===== src/rtl/cond_eval.sv =====
// Condition-code evaluator: holds one instruction, waits out stale flags,
// then presents the instruction with its pass/undefined verdict.
module cond_eval (
  input  logic        clk,
  input  logic        rst,
  input  logic [31:0] cpsr,
  input  logic        flag_wr_pend,
  input  logic        in_valid,
  output logic        in_ready,
  input  logic [31:0] in_instr,
  output logic        out_valid,
  input  logic        out_ready,
  output logic [31:0] out_instr,
  output logic        out_exec,
  output logic        out_undef,
  output logic [15:0] stall_cnt
);

  typedef enum logic [1:0] {
    ST_EMPTY = 2'd0,
    ST_WAIT  = 2'd1,
    ST_FULL  = 2'd2
  } state_e;

  state_e      state_q, state_d;
  logic [31:0] instr_q;
  logic        exec_q;
  logic        undef_q;
  logic [15:0] stall_q;

  logic        accept;
  logic        bypass;
  logic        eval_now;
  logic [3:0]  eval_cond;
  logic [3:0]  in_cond;
  logic        unused_cpsr;

  assign unused_cpsr = ^cpsr[27:0];

  // flags arrive as cpsr[31:28] = {V, C, Z, N}
  function automatic logic cond_pass(input logic [3:0] cond, input logic [3:0] vczn);
    logic v, c, z, n;
    logic pass;
    v = vczn[3];
    c = vczn[2];
    z = vczn[1];
    n = vczn[0];
    case (cond)
      4'h0:    pass = z;
      4'h1:    pass = !z;
      4'h2:    pass = c;
      4'h3:    pass = !c;
      4'h4:    pass = n;
      4'h5:    pass = !n;
      4'h6:    pass = v;
      4'h7:    pass = !v;
      4'h8:    pass = c & !z;
      4'h9:    pass = !c | z;
      4'hA:    pass = (n == v);
      4'hB:    pass = (n != v);
      4'hC:    pass = !z & (n == v);
      4'hD:    pass = z | (n != v);
      4'hE:    pass = 1'b1;
      default: pass = 1'b0;
    endcase
    return pass;
  endfunction

  assign in_cond = in_instr[31:28];
  assign accept  = in_valid & in_ready;
  // AL and NV ignore the flags, so they never need to wait for them
  assign bypass  = (in_cond == 4'hE) || (in_cond == 4'hF) || !flag_wr_pend;

  // State register
  always_ff @(posedge clk) begin
    if (rst) begin
      state_q <= ST_EMPTY;
    end else begin
      state_q <= state_d;
    end
  end

  // Next-state logic
  always_comb begin
    state_d = state_q;
    case (state_q)
      ST_EMPTY: begin
        if (accept) begin
          state_d = bypass ? ST_FULL : ST_WAIT;
        end
      end
      ST_WAIT: begin
        if (!flag_wr_pend) begin
          state_d = ST_FULL;
        end
      end
      ST_FULL: begin
        if (out_ready) begin
          if (accept) begin
            state_d = bypass ? ST_FULL : ST_WAIT;
          end else begin
            state_d = ST_EMPTY;
          end
        end
      end
      default: state_d = ST_EMPTY;
    endcase
  end

  // Output logic
  always_comb begin
    in_ready  = 1'b0;
    out_valid = 1'b0;
    case (state_q)
      ST_EMPTY: in_ready = 1'b1;
      ST_WAIT:  in_ready = 1'b0;
      ST_FULL: begin
        in_ready  = out_ready;
        out_valid = 1'b1;
      end
      default: in_ready = 1'b0;
    endcase
  end

  // Evaluate either the incoming word or the one parked in WAIT
  assign eval_now  = (accept && bypass) || ((state_q == ST_WAIT) && !flag_wr_pend);
  assign eval_cond = accept ? in_cond : instr_q[31:28];

  always_ff @(posedge clk) begin
    if (rst) begin
      instr_q <= 32'h0;
      exec_q  <= 1'b0;
      undef_q <= 1'b0;
      stall_q <= 16'h0;
    end else begin
      if (accept) begin
        instr_q <= in_instr;
      end
      if (eval_now) begin
        exec_q  <= cond_pass(eval_cond, cpsr[31:28]);
        undef_q <= (eval_cond == 4'hF);
      end
      if ((state_q == ST_WAIT) && (stall_q != 16'hFFFF)) begin
        stall_q <= stall_q + 16'h1;
      end
    end
  end

  assign out_instr = instr_q;
  assign out_exec  = exec_q;
  assign out_undef = undef_q;
  assign stall_cnt = stall_q;

endmodule


===== config.mk =====
export PLATFORM = sky130hd
export DESIGN_NAME = cond_eval
export DESIGN_NICKNAME = d
export VERILOG_FILES = /design/src/rtl/cond_eval.sv
export SDC_FILE = /design/constraint.sdc
export NUM_CORES = 1
export LEC_CHECK = 0
export BUFFER_PORTS_ARGS = -buffer_cell sky130_fd_sc_hd__buf_2
export CORE_MARGIN = 1
export CORE_UTILIZATION = 45
export CTS_CLUSTER_SIZE = 14
export DETAILED_ROUTE_END_ITERATION = 8
export GPL_TIMING_DRIVEN = 0
export PLACE_DENSITY = 0.8
export SLEW_MARGIN = 10
export SYNTH_ARGS = -nofsm -noshare
export SYNTH_HDL_FRONTEND = slang
export SYNTH_SLANG_ARGS = --single-unit

===== constraint.sdc =====
create_clock -name clk -period 2.5 [get_ports clk]
set_input_delay 0.5 -clock clk [delete_from_list [all_inputs] [get_ports clk]]
set_output_delay 0.5 -clock clk [all_outputs]
set_load 0.05 [all_outputs]

== Yosys cells after proc, flatten, opt, wreduce, memory -nomap -nowiden ==
Cells that the tools add are included.

* Bitwise logic cells: 5
* Div/mod/pow operators: 0
* Muxes and demuxes: 10
* Reduce and logical (&&, ||, !) cells: 14
* Eq/ne operators: 25
* $mul: 0
* Shifts and indexed selects: 0
* Order comparisons: 0
* Add/subtract/negate cells: 1

{| class="wikitable"
|+ Operator list
! kind !! count
|-
| 4-bit equality test, second input constant || 10
|-
| 16-bit by 1-bit adder with 16-bit output, second input constant || 1
|-
| 4-bit by 3-bit equality test with 1-bit output, second input constant || 4
|-
| 16-bit != test, second input constant || 1
|-
| 1-bit one-hot mux with 15 select lines || 1
|-
| 2-bit two-way mux || 5
|-
| 4-bit by 2-bit equality test with 1-bit output, second input constant || 2
|-
| 2-bit != test, second input constant || 3
|-
| 2-bit one-hot mux with 3 select lines || 1
|-
| 1-bit logical NOT || 5
|-
| 4-bit by 1-bit equality test with 1-bit output, second input constant || 1
|-
| 4-bit logical NOT || 1
|-
| 4-bit two-way mux || 1
|-
| 1-bit AND || 3
|-
| 1-bit logical AND || 3
|-
| 1-bit logical OR || 3
|-
| 3-bit AND reduction || 1
|-
| 2-bit by 1-bit equality test with 1-bit output, second input constant || 1
|-
| 2-bit equality test, second input constant || 1
|-
| 2-bit logical NOT || 1
|-
| 1-bit OR || 2
|-
| 1-bit one-hot mux with 2 select lines || 1
|-
| 1-bit equality test || 1
|-
| 1-bit two-way mux || 1
|-
| 1-bit != test || 1
|}

* Register bits after elaboration: 52
* Word-level logic and storage cells: 60
* Memory bits (writable): 0
* ROM bits: 0
* Memories: 0
* Latch bits: 0

== Logic depth before layout (Yosys ltp) ==
* Word-level depth: 7
* Gate-level depth with buffers: 8
* Mapped depth without buffers: 8

== Least setup slack after synthesis ==
Ideal clock, no wire load.

* Path type: register -> register
* From: register stall_q[10] (netlist: stall_cnt[10])
* To: register stall_q[11] (netlist: stall_cnt[11])
* Cell stages (with the launch flop): 8
* Data arrival time: 2.011 ns
* Slack: 0.362 ns
* Setup time: 0.128 ns
* Buffers on the path: 0
* Data required time: 2.372 ns
* Clock period less this slack: 2.138 ns
* Cell sequence: dfxtp_1 and4_1 nand4_1 o31a_1 and2b_1 nand4_1 xor2_1 nor2_1

* Longest elaborated chain between the ends: 2

{| class="wikitable"
|+ Ends and longest elaborated chain
! what !! RTL line !! RTL
|-
| start: declaration || 29 || <nowiki>logic [15:0] stall_q;</nowiki>
|-
| start signal: assignment || 144 || <nowiki>stall_q <= stall_q + 16'h1;</nowiki>
|-
| parallel branches: the longest is 2 deep, another holds 16-bit by 1-bit adder with 16-bit output || - ||
|}

Several ways; the timed one is not identified.
A chain may end at the register's enable or synchronous reset.

== Worst setup path in the final report ==
* From: register state_q[0]
* To: register exec_q (netlist: out_exec)

* Longest elaborated chain between the ends: 6

{| class="wikitable"
|+ Ends and longest elaborated chain
! what !! RTL line !! RTL
|-
| start: declaration || 25 || <nowiki>state_e state_q, state_d;</nowiki>
|-
| start signal: assignment || 79 || <nowiki>state_q <= state_d;</nowiki>
|-
| 2-bit equality test or 2-bit logical NOT (tied branches) || 114 || <nowiki>case (state_q)</nowiki>
|-
| 1-bit one-hot mux with 2 select lines || 114 ||
|-
| 1-bit AND || 70 || <nowiki>assign accept = in_valid & in_ready;</nowiki>
|-
| 4-bit two-way mux || 127 || <nowiki>assign eval_cond = accept ? in_cond : instr_q[31:28];</nowiki>
|-
| 4-bit equality test, or another cell as far along || 48 || <nowiki>case (cond)</nowiki>
|-
| 1-bit one-hot mux with 15 select lines || 48 ||
|-
| end signal: assignment || 140 || <nowiki>exec_q <= cond_pass(eval_cond, cpsr[31:28]);</nowiki>
|-
| end: declaration || 27 || <nowiki>logic exec_q;</nowiki>
|}

Parallel ways exist; a longest one is shown, timed or not.

==> flow_summary.yaml <==
placed_design:
  detailed_place_hpwl_um: 4390
  io_buffers: 91
  placed_cells_incl_taps: 447
  place.gp.congestion: 0.886
cells_and_area:
  multiInputGateArea_um2: 1230
  layout-drive-gt1-share_pct: 28.1
  finish.cell_count_without_fillers: 455
  nets: 457
  syn2layout_area_growth_pct: 27.0
  num-fill-cells: 465
  num_antenna_cells: 0
  seqCellArea_um2: 1040
setup_path:
  critical_path.reg2reg.startpoint: "state_q[0]$_SDFFE_PP0P_"
  path_cells: "nor2b_4, nand2_4, mux2i_2, mux2_2, nand4_1, nand4b_1, o21a_1"
  rr_endpoint: "out_exec$_SDFFE_PP0P_"
  reg2reg_slack_ns: 0.46
  setup.worst_path.class: "register to register"
  critical_path.slowest_cell: "sky130_fd_sc_hd__dfxtp_1"
  endpoint_kind: "register"
  critical_path_arrival_ns: 2.24
  critical_path.max_stage_delay_ns: 0.49
  rr_worst_depth: 7
  critPathRequiredTime_ns: 2.70
  critical_path_fanouts_max: 10
  critPathLaunchType: "register"
power:
  share_comb_of_total_power_pct: 22.2
  fin_total_pwr_w: 0.00177
  leakage_nw: 1.34
  internal_power_w: 0.00118
  power.density_cell_area_nw_per_um2: 596
  netSwitchingPower_w: 0.000584
  vdd_drop_max_uv: 401
  part_of_the_total_power_dissipated_in_the_clock_network_pct: 27.4
  p_seq_share_pct: 50.5
  power.share.switching_pct: 33.1
detailed_routing:
  detail_route.drc_violations: 0
  drt_wl_total_um: 5820
  via_per_inst: 5.05
  first_pass_iters: 4
  detail_route.iter0.violations: 119
  ant_nets: 0
  total_via_count_in_the_routed_design: 2300
  avgRoutedWirePerCell_um: 12.8
synthesis:
  edff_count_synth: 0
  synth.ff_latch_count: 52
  synth.top_cells.by_count: "sky130_fd_sc_hd__nand2_1, sky130_fd_sc_hd__dfxtp_1, sky130_fd_sc_hd__a21oi_1"
  synthFlopType: "sky130_fd_sc_hd__dfxtp_1"
  synthesis.area_per_instance_um2: 8.07
  dominant_cells_by_area_after_synthesis: "sky130_fd_sc_hd__dfxtp_1, sky130_fd_sc_hd__nand2_1, sky130_fd_sc_hd__a21oi_1"
  ys_warn_count: 0
  synth.net_count: 359
  post-synth-top-count-cell: "sky130_fd_sc_hd__nand2_1"
  netlist_area_um2: 2330
  asyncSetResetFlopFracSynth_pct: 0
  ys_seq_area_share_pct: 44.6
  syn-instance-count: 289
  post_synth_num_cell_types: 49
  netlist.area_leader.share_pct: 44.6
  yosysTopAreaCell: "sky130_fd_sc_hd__dfxtp_1"
timing:
  timing_hold_violations_final: 0
  grt_setup_unrepaired: "false"
  fin_worst_skew_ns: 0.0111
  max-slew-margin-rel_pct: 69.6
  timing.fmax_mhz: 490
  final_max_slew_viol_count: 0
  hold_ws_ns: 0.417
  tightestPinTransition_ns: 0.444
  timing.final.crit_share_pct: 81.6
  final_period_demand_of_the_worst_path_ns: 2.04
  setup_violations: 0
  finalSetupTns_ns: 0
clocking:
  clock-root-buffer: "sky130_fd_sc_hd__clkbuf_8"
  cts_setup_buffers: 0
  cts_max_path_buffers: 2
  postCtsHoldBufs: 0
  cts_num_sinks: 52
  insertion_delay_ns: 0.31
  path_clk_slew_ns: 0.10
  cts_inserted_buffers: 5
  cts_resized: 0
  htree_num_levels: 2
  tritoncts: "done"
global_route:
  global_route.usage.total_pct: 21.6
  global_route_wire_length_before_repair_um: 9140
  grt_start_max_net_pins: 18
  grt.overflow.total: 0
  grt_antenna_before_repair: 0
  first_global_vias: 2091
floorplan:
  fp.dieW_um: 74.0
  placementRows: 25
  floorplan.io_pins: 121
  die_h_um: 74.0
  fp.dieArea_um2: 5470
  initial_utilization_pct: 48.1
  core_area_um2: 4850
hold_path:
  hold_path_stages: 3
  hold-path-endpoint: "out_instr[19]$_SDFFE_PP0N_"
  worst_hold_startpoint: "in_instr[19]"
  worstHoldPathType: "input pin to register"
status:
  run_status: "finished clean"
flow_run:
  max_cap_viol_count: 0
-- critical path: cells and delay by family (launching register included) --
family	cells	cell delay [ns]
muxes	2	0.80
DFF	1	0.49
and+or+nand+nor	4	0.44
AOI/OAI and AO/OA	1	0.20
-- worst max-delay path by stage --
stage / start / to / slack [ns] / cells past startpoint
floorplan: stall_cnt[10]$_SDFFE_PP0P_ / stall_cnt[11]$_SDFFE_PP0P_ / 0.36 / 7
global placement: out_ready / out_exec$_SDFFE_PP0P_ / 0.25 / 8
detailed placement: out_ready / out_exec$_SDFFE_PP0P_ / 0.23 / 8
CTS: state_q[0]$_SDFFE_PP0P_ / out_exec$_SDFFE_PP0P_ / 0.48 / 7
global route: state_q[0]$_SDFFE_PP0P_ / out_exec$_SDFFE_PP0P_ / 0.34 / 7
finish: state_q[0]$_SDFFE_PP0P_ / out_exec$_SDFFE_PP0P_ / 0.46 / 7
-- metal layers --
metal  vias to the layer above  global-route usage [%]  wire (µm)
met2                        73                    37.9       2900
met1                      1028                    26.6       2560
met5                         -                       0          0
met3                         6                    4.47        300
met4                         0                    6.41         60
li1                       1193                       -          -
-- area by class of cell --
type                    instances  share of cell area [%]
inverters                       4                   0.507
flip-flops and latches         52                    35.1
repair buffers                 91                    15.4
well taps                      67                    2.83
clock inverters                 3                   0.760
multi-input cells             221                    41.6
plain buffers                  12                    1.52
clock buffers                   5                    2.32
-- placed cells by master, fill, tap and decap left out, types with 2 or more instances in the layout --
cell                        count
sky130_fd_sc_hd__mux2_2         2
sky130_fd_sc_hd__nand4_1        4
sky130_fd_sc_hd__and2b_1        3
sky130_fd_sc_hd__or3_1          3
sky130_fd_sc_hd__xnor2_1        5
sky130_fd_sc_hd__xor2_1         8
sky130_fd_sc_hd__nor2_1        27
sky130_fd_sc_hd__and3_1         3
sky130_fd_sc_hd__o21a_1         2
sky130_fd_sc_hd__mux2i_1        3
sky130_fd_sc_hd__o21ai_0        6
sky130_fd_sc_hd__nor4_1         2
sky130_fd_sc_hd__dfxtp_1       52
sky130_fd_sc_hd__nand2b_2       2
sky130_fd_sc_hd__o2111ai_1      2
sky130_fd_sc_hd__nor3_1         4
sky130_fd_sc_hd__clkbuf_1      11
sky130_fd_sc_hd__nand2_1       67
sky130_fd_sc_hd__inv_1          4
sky130_fd_sc_hd__nor2b_1        4
sky130_fd_sc_hd__clkbuf_8       5
sky130_fd_sc_hd__nand3_1       11
sky130_fd_sc_hd__a21oi_1       36
sky130_fd_sc_hd__and4_1         2
sky130_fd_sc_hd__buf_2         91
-- per-stage QoR --
step                area, µm²  setup slack [ns]  utilization (%)
floorplan                2330             0.362                -
global placement         2870             0.255             59.2
detailed placement       2870             0.235             59.2
CTS                      2960             0.482             61.1
global route             2960             0.340             61.1
finish                   2960             0.459             61.1
-- cell families (layout without fill, tap and decap cells) --
logic type	after synthesis	count (layout)	synth area share [%]
DFF	52	52	44.6
AOI/OAI and AO/OA	59	59	15.2
muxes	7	7	3.81
adders and majority gates	1	1	0.536
buffers and inverters	16	115	2.57
and+or+nand+nor	141	141	28.3
xor gates and xnor gates	13	13	4.88
-- power groups by stage --
stage	Clock (W)	Combinational, W	Sequential (W)
6_report	0.000483	0.000391	0.000892
5_1_grt	0.000518	0.000423	0.000897
4_1_cts	0.000494	0.000392	0.000892
3_5_place_dp	0	0.000391	0.000912
3_3_place_gp	0	0.000385	0.000909
2_1_floorplan	0	0.000155	0.00103
-- sequential cells by signal, indices dropped and copies added, names as in the netlist --
signal	flops
out_exec	1
out_instr	32
out_undef	1
stall_cnt	16
state_q	2
Note: power is estimated with default switching activity, not from simulation.
